$ cat src/rtl/barcode_rx.sv
// Barcode receiver: calibrates a bit period from a leading low pulse, then samples ID_W bits MSB-first.
// Optional BARCODE_RX_TIMEOUT_EN adds a 4*L no-edge timeout in WAIT_FALL/SAMPLE.
module barcode_rx #(
    parameter int ID_W  = 8,
    parameter int HDR_W = 2,
    parameter int CNT_W = 22
) (
    input  logic            clk,
    input  logic            rst_n,
    input  logic            BC_async,
    input  logic            clr_ID_vld,
    output logic            ID_vld,
    output logic [ID_W-1:0] ID,
    output logic            ID_err,
    output logic            busy
);

    localparam int IDX_W = $clog2(ID_W + 1);

    typedef enum logic [1:0] {
        IDLE      = 2'd0,
        CAL       = 2'd1,
        WAIT_FALL = 2'd2,
        SAMPLE    = 2'd3
    } state_t;

    state_t            state_q;
    logic              bc_meta_q, bc_s_q, bc_prev_q;
    logic [CNT_W-1:0]  cnt_q;
    logic [CNT_W-1:0]  cal_q;
    logic [IDX_W-1:0]  bit_idx_q;
    logic [ID_W-1:0]   shift_q;
    logic [ID_W-1:0]   id_q;
    logic              id_vld_q, id_err_q, busy_q;

    logic              fall_edge;
    logic              cnt_max;
    logic [CNT_W-1:0]  cnt_d;
    logic [ID_W-1:0]   shift_d;
    logic              hdr_ok;
    logic              frame_done;

    assign fall_edge  = bc_prev_q & ~bc_s_q;
    assign cnt_max    = &cnt_q;
    assign cnt_d      = cnt_max ? cnt_q : cnt_q + CNT_W'(1);
    assign shift_d    = {shift_q[ID_W-2:0], bc_s_q};
    assign frame_done = (bit_idx_q == IDX_W'(ID_W));

    generate
        if (HDR_W == 0) begin : g_no_hdr
            assign hdr_ok = 1'b1;
        end else begin : g_hdr
            assign hdr_ok = ~|shift_q[ID_W-1 -: HDR_W];
        end
    endgenerate

`ifdef BARCODE_RX_TIMEOUT_EN
    logic [CNT_W+1:0] limit;
    logic             timeout;
    assign limit   = {cal_q, 2'b00};
    assign timeout = ({2'b00, cnt_q} > limit);
`endif

    // NOTE: every register here, including the frame shift register, is reset;
    // the synchroniser resets to the idle-high level so release cannot fake an edge.
    always_ff @(posedge clk) begin
        if (!rst_n) begin
            state_q   <= IDLE;
            bc_meta_q <= 1'b1;
            bc_s_q    <= 1'b1;
            bc_prev_q <= 1'b1;
            cnt_q     <= '0;
            cal_q     <= '0;
            bit_idx_q <= '0;
            shift_q   <= '0;
            id_q      <= '0;
            id_vld_q  <= 1'b0;
            id_err_q  <= 1'b0;
            busy_q    <= 1'b0;
        end else begin
            // NOTE: non-blocking throughout, so later assignments below override earlier ones.
            bc_meta_q <= BC_async;
            bc_s_q    <= bc_meta_q;
            bc_prev_q <= bc_s_q;
            id_err_q  <= 1'b0;
            if (clr_ID_vld) id_vld_q <= 1'b0;

            unique case (state_q)
                IDLE: begin
                    if (fall_edge) begin
                        cnt_q   <= '0;
                        state_q <= CAL;
                        busy_q  <= 1'b1;
                    end
                end
                CAL: begin
                    if (!bc_s_q) begin
                        if (cnt_max) begin
                            id_err_q <= 1'b1;
                            state_q  <= IDLE;
                            busy_q   <= 1'b0;
                        end else begin
                            cnt_q <= cnt_d;
                        end
                    end else if (cnt_q < CNT_W'(2)) begin
                        id_err_q <= 1'b1;
                        state_q  <= IDLE;
                        busy_q   <= 1'b0;
                    end else begin
                        cal_q     <= cnt_q;
                        bit_idx_q <= '0;
                        cnt_q     <= '0;
                        state_q   <= WAIT_FALL;
                    end
                end
                WAIT_FALL: begin
                    if (frame_done) begin
                        // Valid-frame set is written after the clear, so it wins a tie.
                        if (hdr_ok) begin
                            id_q     <= shift_q;
                            id_vld_q <= 1'b1;
                        end else begin
                            id_err_q <= 1'b1;
                        end
                        state_q <= IDLE;
                        busy_q  <= 1'b0;
                    end else if (fall_edge) begin
                        cnt_q   <= '0;
                        state_q <= SAMPLE;
`ifdef BARCODE_RX_TIMEOUT_EN
                    end else if (timeout) begin
                        id_err_q <= 1'b1;
                        state_q  <= IDLE;
                        busy_q   <= 1'b0;
                    end else begin
                        cnt_q <= cnt_d;
`endif
                    end
                end
                SAMPLE: begin
                    if (cnt_q == cal_q) begin
                        shift_q   <= shift_d;
                        bit_idx_q <= bit_idx_q + IDX_W'(1);
                        cnt_q     <= '0;
                        state_q   <= WAIT_FALL;
`ifdef BARCODE_RX_TIMEOUT_EN
                    end else if (timeout) begin
                        id_err_q <= 1'b1;
                        state_q  <= IDLE;
                        busy_q   <= 1'b0;
`endif
                    end else begin
                        cnt_q <= cnt_d;
                    end
                end
                default: begin
                    state_q <= IDLE;
                    busy_q  <= 1'b0;
                end
            endcase
        end
    end

    assign ID_vld = id_vld_q;
    assign ID     = id_q;
    assign ID_err = id_err_q;
    assign busy   = busy_q;

endmodule
$ cat config.mk
export PLATFORM = sky130hd
export DESIGN_NAME = barcode_rx
export DESIGN_NICKNAME = d
export VERILOG_FILES = /design/src/rtl/barcode_rx.sv
export SDC_FILE = /design/constraint.sdc
export NUM_CORES = 1
export LEC_CHECK = 0
export BUFFER_PORTS_ARGS = -buffer_cell sky130_fd_sc_hd__buf_2
export CORE_AREA = 5 5 84 86
export DETAILED_ROUTE_END_ITERATION = 10
export DIE_AREA = 0 0 89 91
export PLACE_DENSITY = 0.76
export RECOVER_POWER = 100
export REMOVE_ABC_BUFFERS = 1
export SKIP_LAST_GASP = 1
export SYNTH_ARGS = -nofsm -noshare
export SYNTH_HDL_FRONTEND = slang
export SYNTH_SLANG_ARGS = --single-unit
$ cat constraint.sdc
create_clock -name clk -period 4.51 [get_ports clk]
set_input_delay 0 -clock clk [delete_from_list [all_inputs] [get_ports clk]]
set_output_delay 0 -clock clk [all_outputs]
set_load 0.02 [all_outputs]
== Yosys cells after proc, flatten, opt, wreduce, memory -nomap -nowiden ==
Cells that the tools add are included.
Storage, ports and cells
  register bits: 72
  input bits: 4
  output and inout bits: 11
  logic and storage cells: 83
Operators by class
  $add $sub $neg: 2
  $lt $le $gt $ge: 1
  eq/ne operators: 16
  mux-type cells: 36
  bitwise logic cells: 4
  reduce and logical (&&, ||, !) cells: 12
Operator list (number)
  $mux W22: 7
  $pmux W22 S4: 1
  $add A22 B1 Y22 const B: 1
  $eq A22 B22 Y1: 1
  $lt A22 B2 Y1 const B: 1
  $reduce_and A22 Y1: 1
  $ne A3 B3 Y1 const B: 5
  $mux W1: 14
  $mux W2: 7
  $mux W4: 3
  $ne A2 B2 Y1 const B: 6
  $reduce_and A3 Y1: 3
  $pmux W2 S4: 1
  $pmux W4 S2: 1
  $reduce_and A4 Y1: 2
  $reduce_and A5 Y1: 1
  $add A4 B1 Y4 const B: 1
  $eq A2 B2 Y1 const B: 2
  $eq A4 B4 Y1 const B: 1
  $not A1 Y1: 3
  $pmux W1 S3: 1
  $reduce_bool A3 Y1: 1
  $eq A2 B1 Y1 const B: 1
  $logic_not A2 Y1: 1
  other kinds (5): 5

== Depth between registers and ports, before layout ==
Gate-level depths: netlist of the first run.
  depth in word-level cells: 5
  depth in mapped cells: 10

== Least setup slack after synthesis of the first run ==
Ideal clock, no wire load.
  path type: reg-to-reg
  from: register cnt_q[0]
  to: register cnt_q[15]
  library setup time: 88 ps
  arrival time: 2059 ps
  required time: 4422 ps
  setup slack: 2363 ps
  cell stages (with the launch flop): 9
  path buffers: 1
  clock period less this slack: 2147 ps
  path through: dfxtp_1 > ha_1 > and3_4 > and4_4 > a31o_1 > buf_6 > or3_4 > o31a_1 > o32ai_2
Between the ends
  word-level cells in the longest chain between the ends: 5
  elaborated cells on any way between the ends: 12
  those cells by class: add/sub: 1; order compare: 1; eq/ne: 3; mux: 5; reduce/logical: 2
Ends and longest elaborated chain
  from (decl): line 29  | logic [CNT_W-1:0] cnt_q;
  from (signal assigned): line 103  | cnt_q <= cnt_d;
  from (signal assigned): line 153  | cnt_q <= cnt_d;
  $add A22 B1 Y22 / $reduce_and A22 Y1 (equally long branches): line 45, 44
  $mux W22: line 45  | assign cnt_d = cnt_max ? cnt_q : cnt_q + CNT_W'(1);
  $mux W22: line 98  | if (cnt_max) begin
  $mux W22: line 97  | if (!bc_s_q) begin
  $pmux W22 S4: line 88  | unique case (state_q)
Several ways; a longest one is shown, not always the timed one. The select of a mux whose other input is x is not followed.
A chain may end at the register's enable or synchronous reset.

== Final worst setup path of the first run ==
  from: register cnt_q[9]
  to: register cnt_q[20]
The elaborated chain is that of the path after synthesis.

==> key figures, run 1 <==
Run status
  • Status: complete, but fails checks
  • Failing checks: max-capacitance violations, max-slew violations

Place
  • Gp weighted congestion: 0.922
  • PortBufs: 14
  • Hpwl dp: 5120 µm
  • Post-Place Setup Slack: 1.66 ns
  • Inst Count DP: 473

Global routing
  • Largest net degree at the start of global routing: 46
  • First-pass GRT wire length: 12600 µm
  • Initial antenna violation count: 0
  • Grt total ovfl: 0
  • All-Layer GR Usage: 19.5%
  • Vias in the first global route: 2635

Final layout
  • Area of all sequential standard cells: 0.00144 mm²
  • Fill count: 537
  • Final net count: 422
  • Area Overhead vs Synth: 5.94%
  • Layout cells sized above 1: 6.01%
  • Cell Count, Final, Fillers Out: 493
  • Area of the multi-input gates: 0.00190 mm²
  • Diodes inserted: 0

Floorplan
  • Core Area: 0.00620 mm²
  • Initial Utilization: 57.7%
  • Die height: 91 µm
  • Die Wd: 89 µm
  • Top Ports: 15
  • FP Rows: 29
  • Area of the die: 0.00810 mm²

Timing
  • Worst Skew: 0.0138 ns
  • Worst Max-Slew Pin Slew: 1.96 ns
  • Slew margin rel.: -30.8%
  • Max-slew violation count: 38
  • Post-route worst setup slack: 0.947 ns
  • Max Clk Rate: 0.281 GHz
  • Final setup TNS: 0 ns
  • Count of final setup violators: 0
  • Crit share post-route: 79.0%
  • Fin crit period: 3.56 ns
  • RSZ-0062 raised after global routing: false
  • Final Hold Vio Count: 0

Pwr
  • Static Leak: 0.00151 µW
  • Pwr per Cell Area: 345 mW/mm²
  • Tot Pwr: 1310 µW
  • Max VDD drop: 0.000256 V

Critical path
  • Most common cell on crit path: nor3_1
  • CP max-delay cell: nor3_1
  • Crit path max-delay family: simple AND/OR/NAND/NOR gates
  • WP data arrival: 3.82 ns
  • CP endpoint kind: register
  • Crit-path cells: nor4_1 > nand4_1 > nor3_1 > a211o_1 > o21ai_1 > buf_4 > nor3_1
  • Critical Path RT: 4.77 ns
  • Critical path launch point type: register
  • Worst Path Max Fanout: 16
  • CP max stage delay: 1.49 ns
  • Bufs and invs on worst path: 1
  • WS Path Type: register to register

Clock network
  • CTS tree: yes
  • Post-CTS setup buffer count: 0
  • CTS Buf Count: 9
  • Reg clk slew, reported paths: 0.08 ns
  • Clock sink total: 72
  • CTS root buf: clkbuf_8
  • Clock tree buffer depth: 2
  • Clock latency on the worst-skew pair: 0.35 ns
  • Post-CTS Hold Fix Bufs: 4
  • H-tree depth: 3
  • Post_cts resized: 0

Logic synthesis
  • Synth top area share: 40.3%
  • Synth Instances: 412
  • Synth area leader: dfxtp_1
  • Mapped cell area: 0.00358 mm²
  • Number of synthesized flops with an enable pin: 0
  • Syn avg cell area: 8.69 µm²
  • Top cells by area, synth: dfxtp_1, mux2i_1, xnor2_1, nor2_1, a21oi_1
  • Ys flop type: dfxtp_1
  • Register area share after synthesis: 40.3%
  • Distinct cell type count after synthesis: 53
  • Ys Warns: 0
  • Asr flop ratio synth: 0%
  • Count of state elements after synthesis: 72

Route
  • Final ANT Viol Nets: 0
  • Routed wire length: 7610 µm
  • Starting DRT DRC Count: 205
  • Via density per instance: 5.92
  • WL/cell: 15.4 µm
  • First-pass iteration count of the detailed router: 5
  • DRC Markers: 0
  • Via count: 2920

Min path
  • Tightest Hold Check Type: register to register

Run
  • # Max-Cap Violations: 2
-- cell usage in the layout, fill, tap and decap left out, drive strengths merged, types with 2 or more instances in the layout --
| master | Yosys | final |
|---|---|---|
| nand2 | 25 | 25 |
| nand2b | 6 | 6 |
| mux2i | 33 | 33 |
| o32ai | 3 | 3 |
| xnor2 | 33 | 33 |
| nor4b | 2 | 2 |
| o22ai | 3 | 3 |
| a31oi | 3 | 3 |
| or3 | 5 | 5 |
| buf | 19 | 4 |
| xor2 | 3 | 3 |
| or4 | 2 | 2 |
| clkinv | 0 | 3 |
| ha | 7 | 7 |
| nor2 | 64 | 64 |
| clkbuf | 13 | 22 |
| nand3 | 8 | 8 |
| nor3 | 15 | 15 |
| dlygate4sd3 | 0 | 4 |
| a21oi | 19 | 19 |
| nand4 | 15 | 15 |
| inv | 14 | 15 |
| o21ai | 8 | 8 |
| and3 | 5 | 5 |
| dfxtp | 72 | 72 |
| nor4 | 11 | 11 |
| and4 | 4 | 4 |
| o31ai | 3 | 3 |
-- routing by layer --
| layer | wire [µm] | share of wire (%) | GRT usage, % |
|---|---|---|---|
| met5 | 0 | 0 | 0 |
| met4 | 199 | 2.6 | 8.81 |
| met3 | 448 | 5.9 | 4.43 |
| met2 | 3410 | 45 | 27.6 |
| met1 | 3560 | 47 | 28.0 |
-- through the flow --
| step | hold slack (ns) | cell area, µm² | util (%) |
|---|---|---|---|
| 3_3_place_gp | 0.185 | 3590 | 57.8 |
| 3_5_place_dp | 0.187 | 3590 | 57.8 |
| 4_1_cts | 0.411 | 3820 | 61.6 |
| 5_1_grt | 0.433 | 3790 | 61.1 |
| 6_report | 0.409 | 3790 | 61.1 |
| 2_1_floorplan | 0.0694 | 3400 | - |
-- sequential cells by signal, indices dropped and copies added, names as in the netlist --
| register | flops |
|---|---|
| cal_q | 22 |
| cnt_q | 22 |
| ID | 8 |
| shift_q | 8 |
| bit_idx_q | 4 |
| state_q | 2 |
| ID_err | 1 |
| ID_vld | 1 |
| bc_meta_q | 1 |
| bc_prev_q | 1 |
| bc_s_q | 1 |
| busy | 1 |
-- synth_stat cells, types with 2 or more instances --
master,count
nand2_1,25
dfxtp_1,72
nor4_1,10
mux2i_1,33
buf_2,13
and4_4,3
buf_6,5
inv_1,13
nor4b_1,2
nor2_1,64
or3_1,4
ha_1,7
and3_1,4
xnor2_1,33
nor3_1,14
o22ai_1,3
o32ai_1,2
nand2b_1,6
or4_1,2
o21ai_0,7
xor2_1,3
a31oi_1,3
clkbuf_1,13
nand4_1,15
nand3_1,8
o31ai_1,3
a21oi_1,19
-- power by group --
group          switching, µW  internal (µW)  total, µW
clock network            249            258        507
logic                    101           45.0        146
registers               9.74            644        654
-- worst paths after layout --
check | start | to | slack (ns) | cells after the start
max reg2reg | cnt_q[9]$_SDFFE_PN0P_ | cnt_q[20]$_SDFFE_PN0P_ | 0.95 | 7
min reg2reg | bc_meta_q$_SDFF_PN1_ | bc_s_q$_SDFF_PN1_ | 0.41 | 1
max | cnt_q[9]$_SDFFE_PN0P_ | cnt_q[20]$_SDFFE_PN0P_ | 0.95 | 7
min | bc_meta_q$_SDFF_PN1_ | bc_s_q$_SDFF_PN1_ | 0.41 | 1
-- area by class of cell --
class                   instances  area share, %
repair buffers                 20           2.90
clock inverters                 6           1.81
well taps                      77           2.54
flip-flops and latches         72           38.0
clock buffers                  10           3.36
inverters                      14           1.39
multi-input cells             294           50.0
-- kinds of logic (layout without fill, tap and decap cells) --
group                      count (synthesis)  after routing  synth area share (%)
DFF                                       72             72                  40.3
adders and majority gates                  7              7                  2.45
buffers and inverters                     46             50                  6.43
muxes                                     33             33                  9.22
AOI/OAI and AO/OA                         49             49                  8.81
and+or+nand+nor                          169            169                  24.0
xor gates and xnor gates                  36             36                  8.81
Note: power is estimated with default switching activity, not from simulation.
==> inputs of run 2 (changes only) <==
ABC_AREA = 1   (was default)
CORE_AREA = 5 5 92 94   (was 5 5 84 86)
DIE_AREA = 0 0 97 99   (was 0 0 89 91)
clock period = 3.3 ns   (was 4.51 ns; I/O delays follow)
==> key figures, run 2 <==
Run status
  • Status: complete, but fails checks
  • Failing checks: max-capacitance violations, max-slew violations

Place
  • Post-Place Setup Slack: 0.787 ns (-0.875 ns)
  • PortBufs: 14 (unchanged)
  • Hpwl dp: 7600 µm (+48%)
  • Gp weighted congestion: 0.964 (+4.6%)

Clock network
  • Post_cts resized: 0 (unchanged)
  • CTS tree: yes
  • Clock sink total: 72 (unchanged)
  • Clock latency on the worst-skew pair: 0.36 ns (about the same)
  • CTS root buf: clkbuf_8
  • Clock tree buffer depth: 2 (unchanged)
  • Reg clk slew, reported paths: 0.09 ns (about the same)
  • Post-CTS setup buffer count: 0 (unchanged)
  • Post-CTS Hold Fix Bufs: 2 (-2)
  • CTS Buf Count: 9 (unchanged)
  • H-tree depth: 3 (unchanged)

Route
  • Via count: 4298 (+47%)
  • First-pass iteration count of the detailed router: 5 (unchanged)
  • Final ANT Viol Nets: 0 (unchanged)
  • Starting DRT DRC Count: 383 (+87%)
  • WL/cell: 13.5 µm (-13%)
  • Via density per instance: 5.45 (-8.0%)
  • Routed wire length: 10600 µm (+40%)
  • DRC Markers: 0 (unchanged)

Floorplan
  • Area of the die: 0.00960 mm² (+19%)
  • Top Ports: 15 (unchanged)
  • Core Area: 0.00757 mm² (+22%)
  • Initial Utilization: 58.0% (+0.24 points)
  • Die Wd: 97 µm (+9.0%)
  • Die height: 99 µm (+8.8%)
  • FP Rows: 32 (+10%)

Final layout
  • Diodes inserted: 0 (unchanged)
  • Final net count: 693 (+64%)
  • Area Overhead vs Synth: 3.22%
  • Final design utilization: 59.8% (-1.3 points)
  • Layout cells sized above 1: 8.73% (+2.7 points)
  • Fill count: 746 (+39%)
  • Most common cell after layout, fill and taps aside: nand2_1
  • Most frequent cells in the layout: nand2_1, nor2_1, dfxtp_1, inv_1, nand3_1
  • Biggest regs: cal_q: 22 flops, cnt_q: 22 flops

Logic synthesis
  • Most frequent cell after synthesis: nand2_1
  • Mapped cell area: 0.00439 mm² (+22%)
  • Register area share after synthesis: 32.9% (-7.4 points)
  • Syn avg cell area: 6.37 µm² (-27%)
  • Count of state elements after synthesis: 72 (unchanged)
  • Synth Instances: 688 (+67%)
  • Distinct cell type count after synthesis: 31 (-42%)
  • Top cells by area, synth: dfxtp_1, nand2_1, nor2_1, inv_1, a21oi_1
  • Asr flop ratio synth: 0% (unchanged)
  • Ys flop type: dfxtp_1
  • Synth top area share: 32.9% (-7.4 points)
  • Number of synthesized flops with an enable pin: 0 (unchanged)
  • Synth area leader: dfxtp_1
  • Ys Warns: 0 (unchanged)
  • Most frequent cells after synthesis: nand2_1, nor2_1, dfxtp_1, inv_1

Timing
  • Crit share post-route: 81.6% (+2.7 points)
  • Fin crit period: 2.69 ns (-0.868 ns)
  • Slew margin rel.: -23.3% (+7.5 points)
  • Final Hold Vio Count: 0 (unchanged)
  • Worst Skew: 0.0152 ns (+0.00143 ns)
  • Worst Max-Slew Pin Slew: 1.85 ns (-0.109 ns)
  • Max-slew violation count: 48 (+26%)
  • RSZ-0062 raised after global routing: false
  • Final setup TNS: 0 ns (unchanged)
  • Max Clk Rate: 0.371 GHz (+32%)
  • Count of final setup violators: 0 (unchanged)
  • Worst-case hold slack: 0.370 ns (-0.0395 ns)
  • Post-route worst setup slack: 0.606 ns (-0.342 ns)

Critical path
  • R2r startpoint: cnt_q[0]$_SDFFE_PN0P_
  • WP data arrival: 2.94 ns (-0.88 ns)
  • CP endpoint kind: register
  • Critical path launch point type: register
  • CP max stage delay: 0.52 ns (-0.97 ns)
  • Most common cell on crit path: nand2_1
  • Worst Path Max Fanout: 22 (+6)
  • Critical Path RT: 3.55 ns (-1.22 ns)
  • Bufs and invs on worst path: 1 (unchanged)
  • CP max-delay cell: nand2_1
  • R2R setup slack: 0.61 ns (-0.34 ns)
  • Crit-path cells: ha_1 > inv_1 > nor2_4 > nand2_4 > nor2_8 > nand2_1 > nand2_1 > nand3_1 > nand4_1 > nand2_1 > nand2_1 > nor2_1
  • Reg2reg path depth: 12 (+5)
  • WS Path Type: register to register
  • Crit path max-delay family: simple AND/OR/NAND/NOR gates
  • FF-to-FF End: cnt_q[19]$_SDFFE_PN0P_

Min path
  • Worst Hold End: bc_meta_q$_SDFF_PN1_
  • Hold Startpoint: BC_async
  • Hold Crit Depth: 3 (+2)
  • Tightest Hold Check Type: input port to register

Pwr
  • Tot Pwr: 2600 µW (+99%)
  • Pwr per Cell Area: 573 mW/mm² (+66%)
  • Max VDD drop: 0.000478 V (+87%)
  • Static Leak: 0.00196 µW (+30%)

Global routing
  • Largest net degree at the start of global routing: 48 (+4.3%)
  • Initial antenna violation count: 0 (unchanged)
  • Grt total ovfl: 0 (unchanged)
  • All-Layer GR Usage: 22.8% (+3.3 points)
  • Vias in the first global route: 3966 (+51%)
  • First-pass GRT wire length: 18200 µm (+44%)

Run
  • # Max-Cap Violations: 1 (-1)
## run 2: logic make-up (layout without fill, tap and decap cells)
logic type      count (synthesis)  count (layout)  synth area share (%)
compound gates                107             107                  13.1
simple gates                  384             384                  39.7
flops                          72              72                  32.9
fa+ha+maj                       7               7                  2.00
buf+inv                       114             113                  11.5
xor+xnor                        4               4                 0.799
## run 2: worst max-delay path by stage
stage                                        from                endpoint  cells past startpoint
final                       cnt_q[0]$_SDFFE_PN0P_  cnt_q[19]$_SDFFE_PN0P_                     12
after global routing        cnt_q[0]$_SDFFE_PN0P_   cnt_q[1]$_SDFFE_PN0P_                     12
after global placement    state_q[1]$_SDFFE_PN0P_  cnt_q[18]$_SDFFE_PN0P_                     10
after floorplan           state_q[1]$_SDFFE_PN0P_  cnt_q[18]$_SDFFE_PN0P_                     10
after CTS                 state_q[1]$_SDFFE_PN0P_  cnt_q[19]$_SDFFE_PN0P_                     10
after detailed placement  state_q[1]$_SDFFE_PN0P_  cnt_q[19]$_SDFFE_PN0P_                     10
## run 2: routing by layer
metal / global-route usage, % / up-vias / wire length, µm
li1: - / 2165 / -
met1: 29.1 / 1953 / 4610
met4: 9.83 / 0 / 301
met2: 38.1 / 154 / 5040
met5: 0 / - / 0
met3: 3.75 / 26 / 680
## run 2: layout make-up
class | instances | area [µm²] | share of cell area, %
multi-input combinational | 502 | 2380 | 52.7
sequential | 72 | 1440 | 31.8
inverter | 78 | 293 | 6.47
tap | 102 | 128 | 2.82
clock buffer | 9 | 124 | 2.74
timing repair buffer | 19 | 92.6 | 2.05
clock inverter | 7 | 63.8 | 1.41
## run 2: tightest hold or removal path, delay by kind of cell
family	cells	cell delay [ns]
buffers and inverters	2	0.61
AND/OR/NAND/NOR	1	0.08
## run 2: power breakdown
part           switching (µW)  internal [µW]
clock network             382            290
registers                58.5            949
logic                     660            256
## run 2: metrics by stage
stage / instances / area, µm²
CTS: 789 / 4600
finish: 789 / 4530
detailed placement: 771 / 4390
global placement: 771 / 4390
floorplan: 652 / 4170
global route: 789 / 4530
